<file path="src/rtl/sccb_pkg.sv">
// rtl/sccb_pkg.sv - shared types and wdata packing for the SCCB configuration sequencer
package sccb_pkg;

    typedef enum logic [2:0] {
        PWR_WAIT,
        ID_RD,
        LOAD,
        XFER,
        GAP,
        NEXT,
        DONE,
        ERROR
    } cfg_state_t;

    localparam logic [7:0] ERR_ID_INDEX = 8'hFF;
    localparam int         WDATA_W      = 40;

    // Controller frame: {read address, write address, sub-address, data}
    function automatic logic [WDATA_W-1:0] pack_wdata(input logic [7:0]  slave_addr,
                                                      input logic [15:0] sub_addr,
                                                      input logic [7:0]  data);
        return {slave_addr | 8'h01, slave_addr, sub_addr, data};
    endfunction

endpackage

</file>
<file path="src/rtl/sccb_cfg_sequencer_if.sv">
// rtl/sccb_cfg_sequencer_if.sv - byte-level SCCB controller request/response bundle
interface sccb_cfg_sequencer_if;
    import sccb_pkg::*;

    logic               i2c_trans;
    logic               i2c_wr;
    logic [WDATA_W-1:0] i2c_wdata;
    logic               i2c_end;
    logic               i2c_ack;
    logic [7:0]         i2c_rdata;

    modport master (
        output i2c_trans, i2c_wr, i2c_wdata,
        input  i2c_end, i2c_ack, i2c_rdata
    );

    modport slave (
        input  i2c_trans, i2c_wr, i2c_wdata,
        output i2c_end, i2c_ack, i2c_rdata
    );

endinterface

</file>
<file path="src/rtl/sccb_delay_cnt.sv">
// rtl/sccb_delay_cnt.sv - loadable down-counter shared by power-up wait and inter-transaction gap
module sccb_delay_cnt #(
    parameter int               WIDTH     = 20,
    parameter logic [WIDTH-1:0] RESET_VAL = '0
) (
    input  logic             clk,
    input  logic             rst_n,
    input  logic             load,
    input  logic [WIDTH-1:0] load_val,
    output logic             zero
);

    logic [WIDTH-1:0] cnt;

    always_ff @(posedge clk or negedge rst_n) begin
        if (!rst_n) begin
            cnt <= RESET_VAL;
        end else if (load) begin
            cnt <= load_val;
        end else if (cnt != '0) begin
            cnt <= cnt - WIDTH'(1);
        end
    end

    assign zero = (cnt == '0);

endmodule

</file>
<file path="src/rtl/sccb_cfg_sequencer.sv">
// rtl/sccb_cfg_sequencer.sv - walks the OV5640 init table through the SCCB byte controller
module sccb_cfg_sequencer
    import sccb_pkg::*;
#(
    parameter logic [7:0]  SLAVE_ADDR = 8'h78,
    parameter int          LUT_SIZE   = 252,
    parameter logic [19:0] PWR_DELAY  = 20'd1_000_000,
    parameter logic [15:0] GAP_CYCLES = 16'd500,
    parameter int          MAX_RETRY  = 3,
    parameter bit          CHECK_ID   = 1'b1,
    parameter logic [15:0] ID_REG     = 16'h300A,
    parameter logic [7:0]  ID_VAL     = 8'h56
) (
    input  logic                        clk,
    input  logic                        rst_n,
    input  logic                        start,
    output logic [7:0]                  lut_index,
    input  logic [23:0]                 lut_data,
    sccb_cfg_sequencer_if.master        bus,
    output logic                        cfg_busy,
    output logic                        cfg_done,
    output logic                        cfg_error,
    output logic [7:0]                  err_index
);

    localparam int         RW       = $clog2(MAX_RETRY + 2);
    localparam logic [7:0] LUT_LAST = 8'(LUT_SIZE);

    if (LUT_SIZE < 1 || LUT_SIZE > 255) begin : g_lut_size_check
        $error("sccb_cfg_sequencer: LUT_SIZE must be 1..255");
    end

    cfg_state_t    state, state_next;
    logic [7:0]    idx;
    logic [RW-1:0] retry;
    logic          id_ok;
    logic          load_ph;
    logic [23:0]   ld_reg;
    logic          cnt_zero, cnt_load;
    logic          idx_inc, retry_inc, retry_clr, id_pass, latch, set_done, set_err, restart;

    sccb_delay_cnt #(.WIDTH(20), .RESET_VAL(PWR_DELAY)) u_delay (
        .clk      (clk),
        .rst_n    (rst_n),
        .load     (cnt_load),
        .load_val ({4'd0, GAP_CYCLES}),
        .zero     (cnt_zero)
    );

    always_ff @(posedge clk or negedge rst_n) begin
        if (!rst_n) state <= PWR_WAIT;
        else        state <= state_next;
    end

    // Waits that end in a new transfer also require i2c_end low, so trans never rises over a stale end
    always_comb begin
        state_next = state;
        cnt_load   = 1'b0;
        idx_inc    = 1'b0;
        retry_inc  = 1'b0;
        retry_clr  = 1'b0;
        id_pass    = 1'b0;
        latch      = 1'b0;
        set_done   = 1'b0;
        set_err    = 1'b0;
        restart    = 1'b0;
        case (state)
            PWR_WAIT: if (cnt_zero && !bus.i2c_end) state_next = CHECK_ID ? ID_RD : LOAD;
            ID_RD: if (bus.i2c_end) begin
                cnt_load   = 1'b1;
                state_next = GAP;
                if (!bus.i2c_ack && bus.i2c_rdata == ID_VAL) begin
                    id_pass   = 1'b1;
                    retry_clr = 1'b1;
                end else begin
                    retry_inc = 1'b1;
                end
            end
            LOAD: if (load_ph && !bus.i2c_end) begin
                latch      = 1'b1;
                state_next = XFER;
            end
            XFER: if (bus.i2c_end) begin
                cnt_load   = 1'b1;
                state_next = GAP;
                if (!bus.i2c_ack) begin
                    retry_clr = 1'b1;
                    idx_inc   = 1'b1;
                end else begin
                    retry_inc = 1'b1;
                end
            end
            GAP: if (cnt_zero && !bus.i2c_end) state_next = NEXT;
            NEXT: begin
                if (retry > RW'(MAX_RETRY)) begin
                    set_err    = 1'b1;
                    state_next = ERROR;
                end else if (!id_ok) begin
                    state_next = ID_RD;
                end else if (idx == LUT_LAST) begin
                    set_done   = 1'b1;
                    state_next = DONE;
                end else begin
                    state_next = LOAD;
                end
            end
            DONE, ERROR: if (start) begin
                restart    = 1'b1;
                cnt_load   = 1'b1;
                state_next = PWR_WAIT;
            end
            default: state_next = PWR_WAIT;
        endcase
    end

    always_ff @(posedge clk or negedge rst_n) begin
        if (!rst_n) begin
            idx       <= 8'd0;
            retry     <= '0;
            id_ok     <= !CHECK_ID;
            load_ph   <= 1'b0;
            ld_reg    <= 24'd0;
            cfg_busy  <= 1'b0;
            cfg_done  <= 1'b0;
            cfg_error <= 1'b0;
            err_index <= 8'd0;
        end else begin
            load_ph  <= (state == LOAD) && (state_next == LOAD);
            cfg_busy <= (state_next != DONE) && (state_next != ERROR);
            if (restart) begin
                idx       <= 8'd0;
                retry     <= '0;
                id_ok     <= !CHECK_ID;
                cfg_done  <= 1'b0;
                cfg_error <= 1'b0;
            end
            if (idx_inc)   idx    <= idx + 8'd1;
            if (retry_clr) retry  <= '0;
            if (retry_inc) retry  <= retry + RW'(1);
            if (id_pass)   id_ok  <= 1'b1;
            if (latch)     ld_reg <= lut_data;
            if (set_done)  cfg_done <= 1'b1;
            if (set_err) begin
                cfg_error <= 1'b1;
                err_index <= id_ok ? idx : ERR_ID_INDEX;
            end
        end
    end

    assign lut_index     = idx;
    assign bus.i2c_trans = (state == ID_RD) || (state == XFER);
    assign bus.i2c_wr    = (state == XFER);
    assign bus.i2c_wdata = (state == ID_RD) ? pack_wdata(SLAVE_ADDR, ID_REG, 8'h00)
                         : (state == XFER)  ? pack_wdata(SLAVE_ADDR, ld_reg[23:8], ld_reg[7:0])
                         : '0;

endmodule
</file>
<file path="src/flat_wrapper.sv">
// flat-port wrapper written by rule: the top's interface ports become plain ports
module sccb_cfg_sequencer_flat import sccb_pkg::*;
#(
    parameter logic [7:0]  SLAVE_ADDR = 8'h78,
    parameter int          LUT_SIZE   = 252,
    parameter logic [19:0] PWR_DELAY  = 20'd1_000_000,
    parameter logic [15:0] GAP_CYCLES = 16'd500,
    parameter int          MAX_RETRY  = 3,
    parameter bit          CHECK_ID   = 1'b1,
    parameter logic [15:0] ID_REG     = 16'h300A,
    parameter logic [7:0]  ID_VAL     = 8'h56
)
  (clk, rst_n, start, lut_index, lut_data, cfg_busy, cfg_done, cfg_error, err_index, bus_i2c_trans, bus_i2c_wr, bus_i2c_wdata, bus_i2c_end, bus_i2c_ack, bus_i2c_rdata);
  sccb_cfg_sequencer_if bus_i ();
  input  logic clk;
  input  logic rst_n;
  input  logic start;
  output logic [7:0] lut_index;
  input  logic [23:0] lut_data;
  output logic cfg_busy;
  output logic cfg_done;
  output logic cfg_error;
  output logic [7:0] err_index;
  output wire logic [$bits(bus_i.i2c_trans)-1:0] bus_i2c_trans;
  output wire logic [$bits(bus_i.i2c_wr)-1:0] bus_i2c_wr;
  output wire logic [$bits(bus_i.i2c_wdata)-1:0] bus_i2c_wdata;
  input wire logic [$bits(bus_i.i2c_end)-1:0] bus_i2c_end;
  input wire logic [$bits(bus_i.i2c_ack)-1:0] bus_i2c_ack;
  input wire logic [$bits(bus_i.i2c_rdata)-1:0] bus_i2c_rdata;
  assign bus_i2c_trans = bus_i.i2c_trans;
  assign bus_i2c_wr = bus_i.i2c_wr;
  assign bus_i2c_wdata = bus_i.i2c_wdata;
  assign bus_i.i2c_end = bus_i2c_end;
  assign bus_i.i2c_ack = bus_i2c_ack;
  assign bus_i.i2c_rdata = bus_i2c_rdata;
  sccb_cfg_sequencer #(.SLAVE_ADDR(SLAVE_ADDR), .LUT_SIZE(LUT_SIZE), .PWR_DELAY(PWR_DELAY), .GAP_CYCLES(GAP_CYCLES), .MAX_RETRY(MAX_RETRY), .CHECK_ID(CHECK_ID), .ID_REG(ID_REG), .ID_VAL(ID_VAL)) u_core (.clk(clk), .rst_n(rst_n), .start(start), .lut_index(lut_index), .lut_data(lut_data), .bus(bus_i), .cfg_busy(cfg_busy), .cfg_done(cfg_done), .cfg_error(cfg_error), .err_index(err_index));
endmodule
</file>
<file path="config.mk">
export PLATFORM = sky130hd
export DESIGN_NAME = sccb_cfg_sequencer_flat
export DESIGN_NICKNAME = d
export VERILOG_FILES = /design/src/rtl/sccb_pkg.sv /design/src/rtl/sccb_cfg_sequencer_if.sv /design/src/rtl/sccb_delay_cnt.sv /design/src/rtl/sccb_cfg_sequencer.sv /design/src/flat_wrapper.sv
export SDC_FILE = /design/constraint.sdc
export NUM_CORES = 1
export LEC_CHECK = 0
export CAP_MARGIN = 20
export CORE_MARGIN = 1
export CORE_UTILIZATION = 50
export CTS_CLUSTER_DIAMETER = 60
export DETAILED_ROUTE_END_ITERATION = 10
export PLACE_DENSITY = 0.81
export SLEW_MARGIN = 40
export SYNTH_ARGS = -nofsm -noshare
export SYNTH_HDL_FRONTEND = slang
export SYNTH_HIERARCHICAL = 1
export SYNTH_SLANG_ARGS = --single-unit
export TNS_END_PERCENT = 50
</file>
<file path="constraint.sdc">
create_clock -name clk -period 2.9 [get_ports clk]
set_input_delay 0.29 -clock clk [delete_from_list [all_inputs] [get_ports clk]]
set_output_delay 0.29 -clock clk [all_outputs]
set_load 0.02 [all_outputs]
</file>
After elaboration in Yosys (flattened, before gate mapping)
Cells that the tools add are included.
{"block": "word_totals", "register_bits": 71, "inputBits": 37, "out_inout_bits": 61, "elab_cells": 93}
{"block": "classes", "addsub": 3, "n_lt_le_gt_ge": 1, "n_eq_ne": 12, "mux": 47, "n_reduce_logical": 19}
{"cell": "20-bit 2-to-1 mux", "n": 2}
{"cell": "40-bit 2-to-1 mux", "n": 1}
{"cell": "39-bit 2-to-1 mux", "n": 1}
{"cell": "3-bit 2-to-1 mux", "n": 11}
{"cell": "1-bit 2-to-1 mux", "n": 25}
{"cell": "8-bit 2-to-1 mux", "n": 3}
{"cell": "20-bit logical NOT", "n": 1}
{"cell": "20-bit nonzero test", "n": 1}
{"cell": "20-bit by 1-bit subtractor with 20-bit output (second input constant)", "n": 1}
{"cell": "3-bit case mux with 6 select lines", "n": 1}
{"cell": "3-bit equality test (second input constant)", "n": 4}
{"cell": "2-bit nonzero test", "n": 5}
{"cell": "3-bit by 2-bit equality test with 1-bit output (second input constant)", "n": 3}
{"cell": "8-bit by 1-bit adder with 8-bit output (second input constant)", "n": 1}
{"cell": "8-bit by 7-bit equality test with 1-bit output (second input constant)", "n": 1}
{"cell": "8-bit equality test (second input constant)", "n": 1}
{"cell": "3-bit != test (second input constant)", "n": 2}
{"cell": "1-bit case mux with 2 select lines", "n": 3}
{"cell": "1-bit logical AND", "n": 5}
{"cell": "2-bit OR reduction", "n": 2}
{"cell": "3-bit by 1-bit adder with 3-bit output (second input constant)", "n": 1}
{"cell": "3-bit by 1-bit equality test with 1-bit output (second input constant)", "n": 1}
{"cell": "3-bit by 2-bit greater-than comparator with 1-bit output (second input constant)", "n": 1}
{"cell": "3-bit logical NOT", "n": 1}
{"cell": "other kinds (3)", "n": 4}

Longest topological paths before layout
{"block": "logic_depth", "word_depth": 7, "depth_mapped": 9, "ltp_nobuf": 8}

Cells and area by module
Netlist, hierarchy kept.
{"mod": "sccb_cfg_sequencer", "instances": 1, "cells_per_inst": 243, "area_per_inst_um2": 2683.8, "seq_area_each_um2": 1276.2}
{"mod": "sccb_delay_cnt", "instances": 1, "cells_per_inst": 127, "area_per_inst_um2": 1193.6, "seq_area_each_um2": 509.2}

Least setup slack after synthesis
No wires, ideal clock.
{"block": "synth_path", "path_kind": "reg-to-reg", "start": "register u_core.u_delay.cnt[17]", "end": "register u_core.state[0]", "setup_ps": 66, "arrival_time_ps": 1959, "t_required_ps": 2834, "setup_slack_ps": 875, "stages_incl_launch_ff": 8, "n_path_buf": 1, "period_less_slack_ps": 2025, "cell_sequence": "dfstp_2 > or3_4 > or4_4 > or2_1 > inv_1 > buf_6 > a22o_1 > a221o_1"}
{"block": "synth_between", "elab_chain_len": 4, "elab_cells_between_ends": 5, "classes_between": "3 x mux; 2 x reduce/logical"}
{"element": "start: declaration", "line_no": "sccb_delay_cnt.sv:13", "rtl": "logic [WIDTH-1:0] cnt;"}
{"element": "start signal: assignment", "line_no": "sccb_delay_cnt.sv:19", "rtl": "cnt <= load_val;"}
{"element": "start signal: assignment", "line_no": "sccb_delay_cnt.sv:21", "rtl": "cnt <= cnt - WIDTH'(1);"}
{"element": "20-bit logical NOT (*)", "line_no": "sccb_delay_cnt.sv:25", "rtl": "assign zero = (cnt == '0);"}
{"element": "via u_core.cnt_zero", "line_no": "sccb_cfg_sequencer.sv:39", "rtl": "logic cnt_zero, cnt_load;"}
{"element": "1-bit logical AND (*)", "line_no": "sccb_cfg_sequencer.sv:68, sccb_cfg_sequencer.sv:93"}
{"element": "3-bit 2-to-1 mux, on equally long branches", "line_no": "sccb_cfg_sequencer.sv:93, sccb_cfg_sequencer.sv:68"}
{"element": "3-bit case mux with 6 select lines (*)", "line_no": "sccb_cfg_sequencer.sv:67", "rtl": "case (state)"}
{"element": "via u_core.state_next[0]", "line_no": "sccb_cfg_sequencer.sv:33", "rtl": "cfg_state_t state, state_next;"}
{"element": "end signal: assignment", "line_no": "sccb_cfg_sequencer.sv:52", "rtl": "else state <= state_next;"}
{"element": "end: declaration", "line_no": "sccb_cfg_sequencer.sv:33"}
The timed path passes the listed nets; every way through them passes the cells marked *.
A chain may end at the register's enable or synchronous reset.

Worst setup path after layout
{"block": "layout_path", "start": "register u_core.state[2]", "end": "output port bus_i2c_wdata[16]"}
{"block": "layout_between", "elab_chain_len": 3, "elab_cells_between_ends": 4, "classes_between": "2 x eq/ne; 2 x mux"}
{"element": "3-bit by 2-bit equality test with 1-bit output", "line_no": "sccb_cfg_sequencer.sv:154", "rtl": ": (state == XFER) ? pack_wdata(SLAVE_ADDR, ld_reg[23:8], ld_reg[7:0])"}
{"element": "39-bit 2-to-1 mux", "line_no": "sccb_cfg_sequencer.sv:154"}
{"element": "40-bit 2-to-1 mux (*)", "line_no": "sccb_cfg_sequencer.sv:153", "rtl": "assign bus.i2c_wdata = (state == ID_RD) ? pack_wdata(SLAVE_ADDR, ID_REG, 8'h00)"}
{"element": "end: declaration", "line_no": "flat_wrapper.sv:26", "rtl": "output wire logic [$bits(bus_i.i2c_wdata)-1:0] bus_i2c_wdata;"}
Every way passes the cells marked *; elsewhere a longest branch is shown, timed or not.

==> impl_metrics.yaml <==
die:
  start_util_pct: 52.6
  rows: 31
  dieHeight_um: 90.1
  core-area_mm2: 0.00737
  io_pins: 98
  die_area_mm2: 0.00811
  fp.dieW_um: 90.1
global_routing:
  grt-ovfl-total: 0
  grt_pass1_vias: 3062
  antenna_found_initial: 0
  grtUsageMet3_pct: 4.23
  track_usage_pct: 23.0
  grt_max_degree: 72
  met2_usage_pct: 37.2
  busiest_layer: "met2"
  grt_pass1_wl_um: 14900
  grt.met1_usage_pct: 30.6
setup_path:
  r2r_setup_slack_ns: 0.59
  cp_data_arrival_time_ns: 2.33
  crit_type: "reg2out"
  r2r_start: "u_core/u_delay/cnt[17]$_DFFE_PN1P_"
  path_max_fanout: 24
  critPathLaunchType: "register"
  rr_worst_depth: 6
  critPathLaunch: "u_core/state[2]$_DFF_PN0_"
  cp-end-kind: "primary output"
  cp_data_required_time_ns: 2.61
  reg2reg_to: "u_core/state[0]$_DFF_PN0_"
clock_tree:
  cts_tree: "done"
  clkLatencyLatePin_ns: 0.34
  clkSlewWorstSetupHoldPaths_ns: 0.07
  post_cts_resized: 0
  cts_root_buf: "clkbuf_8"
  cts_buffers: 9
  htreeDepth: 3
  clockBufferDepth: 2
  clock_sinks: 71
yosys:
  synth_ff_type: "dfrtp_1"
  yosys.area.top_type: "dfrtp_1"
  synthTopCellsByArea: "dfrtp_1 41%, mux2_2 9.3%, dfstp_2 4.7%, and3_1 3.5%, buf_4 3.1%"
  synth_top_area_share_pct: 41.3
  synth_area_per_cell_um2: 10.5
  ys_seq_area_share_pct: 46.0
  synth.most_common_cell: "dfrtp_1"
  synth_common_cells: "64 x dfrtp_1, 32 x mux2_2, 26 x nand2_1"
  synth-seq-cells: 71
  synth_edf_count: 0
  synth_cell_types: 67
  async_flop_share_pct: 100
  synthesis.area_mm2: 0.00388
  synth_cells: 370
  yosys_warnings: 6
sta:
  fin_crit_sh_pct: 90.3
  min_period_ns: 2.62
  relSlewSlack_pct: 50.1
  rsz0062_at_grt: "no"
  tns_ns: 0
  drv_slew: 0
  fmax_ghz: 0.382
  tightest_slew_ns: 0.739
  hold_violations: 0
  setup_slack_ns: 0.282
  setup_violations: 0
  skew_ns: 0.00852
drt:
  wl_um: 8900
  drtAntennaViolNets: 0
  vias: 3191
  via_per_inst: 5.55
  drt_drc_violations_left: 0
  first_pass_iters: 4
  wire_per_inst_um: 15.5
  dr.first_iter.drc_count: 145
final_layout:
  nNetsFinal: 515
  area_growth_pct: 30.5
  largest_reg_flops: 24
  drive_gt1_share_pct: 14.5
  antennaDiodeCount: 0
power_and_ir_drop:
  power_density_mw_per_mm2: 744
  power_leakage_uw: 0.00218
  irDropWorstVdd_mv: 0.350
  finalPower_uw: 3760
placed_design:
  post-place-ws_ns: 0.632
  numPortBuffers: 90
  gp_congestion: 0.813
  dp.final_hpwl_um: 6210
hold_path:
  hp-class: "in2async"
outcome:
  outcome: "finished clean"
job:
  cap_violations: 0
==> metrics by stage <==
stage          hold slack (ns)  std cells  utilization, %  cell area (um2)
6_report                 0.499        575            68.7             5060
5_1_grt                  0.512        575            68.7             5060
4_1_cts                  0.490        575            68.5             5050
3_5_place_dp             0.345        559            66.0             4860
3_3_place_gp             0.343        559            66.0             4860
2_1_floorplan         -0.00559        395               -             3970
==> critical path: stages (launching register included) <==
cell	delay (ns)
dfrtp_1	0.49
and2b_1	0.62
and3_1	0.25
clkdlybuf4s50_1	0.62
==> kinds of logic after synthesis <==
| group | synth area share, % |
|---|---|
| AO/OA/AOI/OAI | 13.7 |
| XOR/XNOR | 2.26 |
| adder cells (fa/ha/maj) | 1.94 |
| buffers and inverters | 6.55 |
| flip-flops | 46.0 |
| multiplexers | 9.81 |
| other | 0.194 |
| AND/OR/NAND/NOR | 19.5 |
==> power breakdown <==
part	switching, uW	leakage [uW]	total (uW)	internal (uW)
logic	571	0.00121	1220	651
registers	370	0.000882	1820	1450
clock network	346	0.0000898	724	378
total	1290	0.00218	3760	2480
==> final cells by class <==
cell class / count / area, um2
well taps: 99 / 124
fillers: 578 / 2310
flip-flops and latches: 71 / 1790
repair buffers: 98 / 971
multi-input cells: 276 / 1940
clock buffers: 15 / 176
inverters: 16 / 60.1
==> timing repair <==
action	CTS	global route
endpoints found under the hold margin	64	0
hold buffers	1	0
setup buffers	0	0
==> placed cells by master (no fill, tap or decap), types with 7 or more instances in the layout <==
cell type        Yosys  layout
nand2_1             26      26
nand2b_1             7       7
mux2_2              32      32
dfrtp_1             64      64
o31ai_1             10      10
conb_1               2      27
clkbuf_8             0      12
nand4_1              8       8
and3_1              22      22
nand3_1             10      10
a21oi_1              7       7
dfstp_2              7       7
nor2_1               9       9
inv_1               16      16
clkdlybuf4s50_1      0      89
o21ai_0              9       9
xor2_1               8       8
==> layer usage <==
| metal | part of all wire, % | wire length, um | vias to the layer above |
|---|---|---|---|
| met5 | 0 | 0 | - |
| met4 | 1.3 | 115 | 0 |
| met3 | 5.3 | 474 | 10 |
| met2 | 49 | 4390 | 113 |
| met1 | 44 | 3920 | 1538 |
| li1 | - | - | 1530 |
==> worst max path at each step <==
stage	end	slack [ns]	depth (start not counted)
2_1_floorplan	u_core/state[0]$_DFF_PN0_	0.87	7
3_3_place_gp	u_core/u_delay/cnt[0]$_DFFE_PN0P_	0.64	6
3_5_place_dp	u_core/u_delay/cnt[0]$_DFFE_PN0P_	0.63	6
4_1_cts	bus_i2c_wdata[16]	0.25	3
5_1_grt	bus_i2c_wdata[16]	0.15	3
6_report	bus_i2c_wdata[16]	0.28	3
No activity file was read; power rests on OpenSTA's default activity.
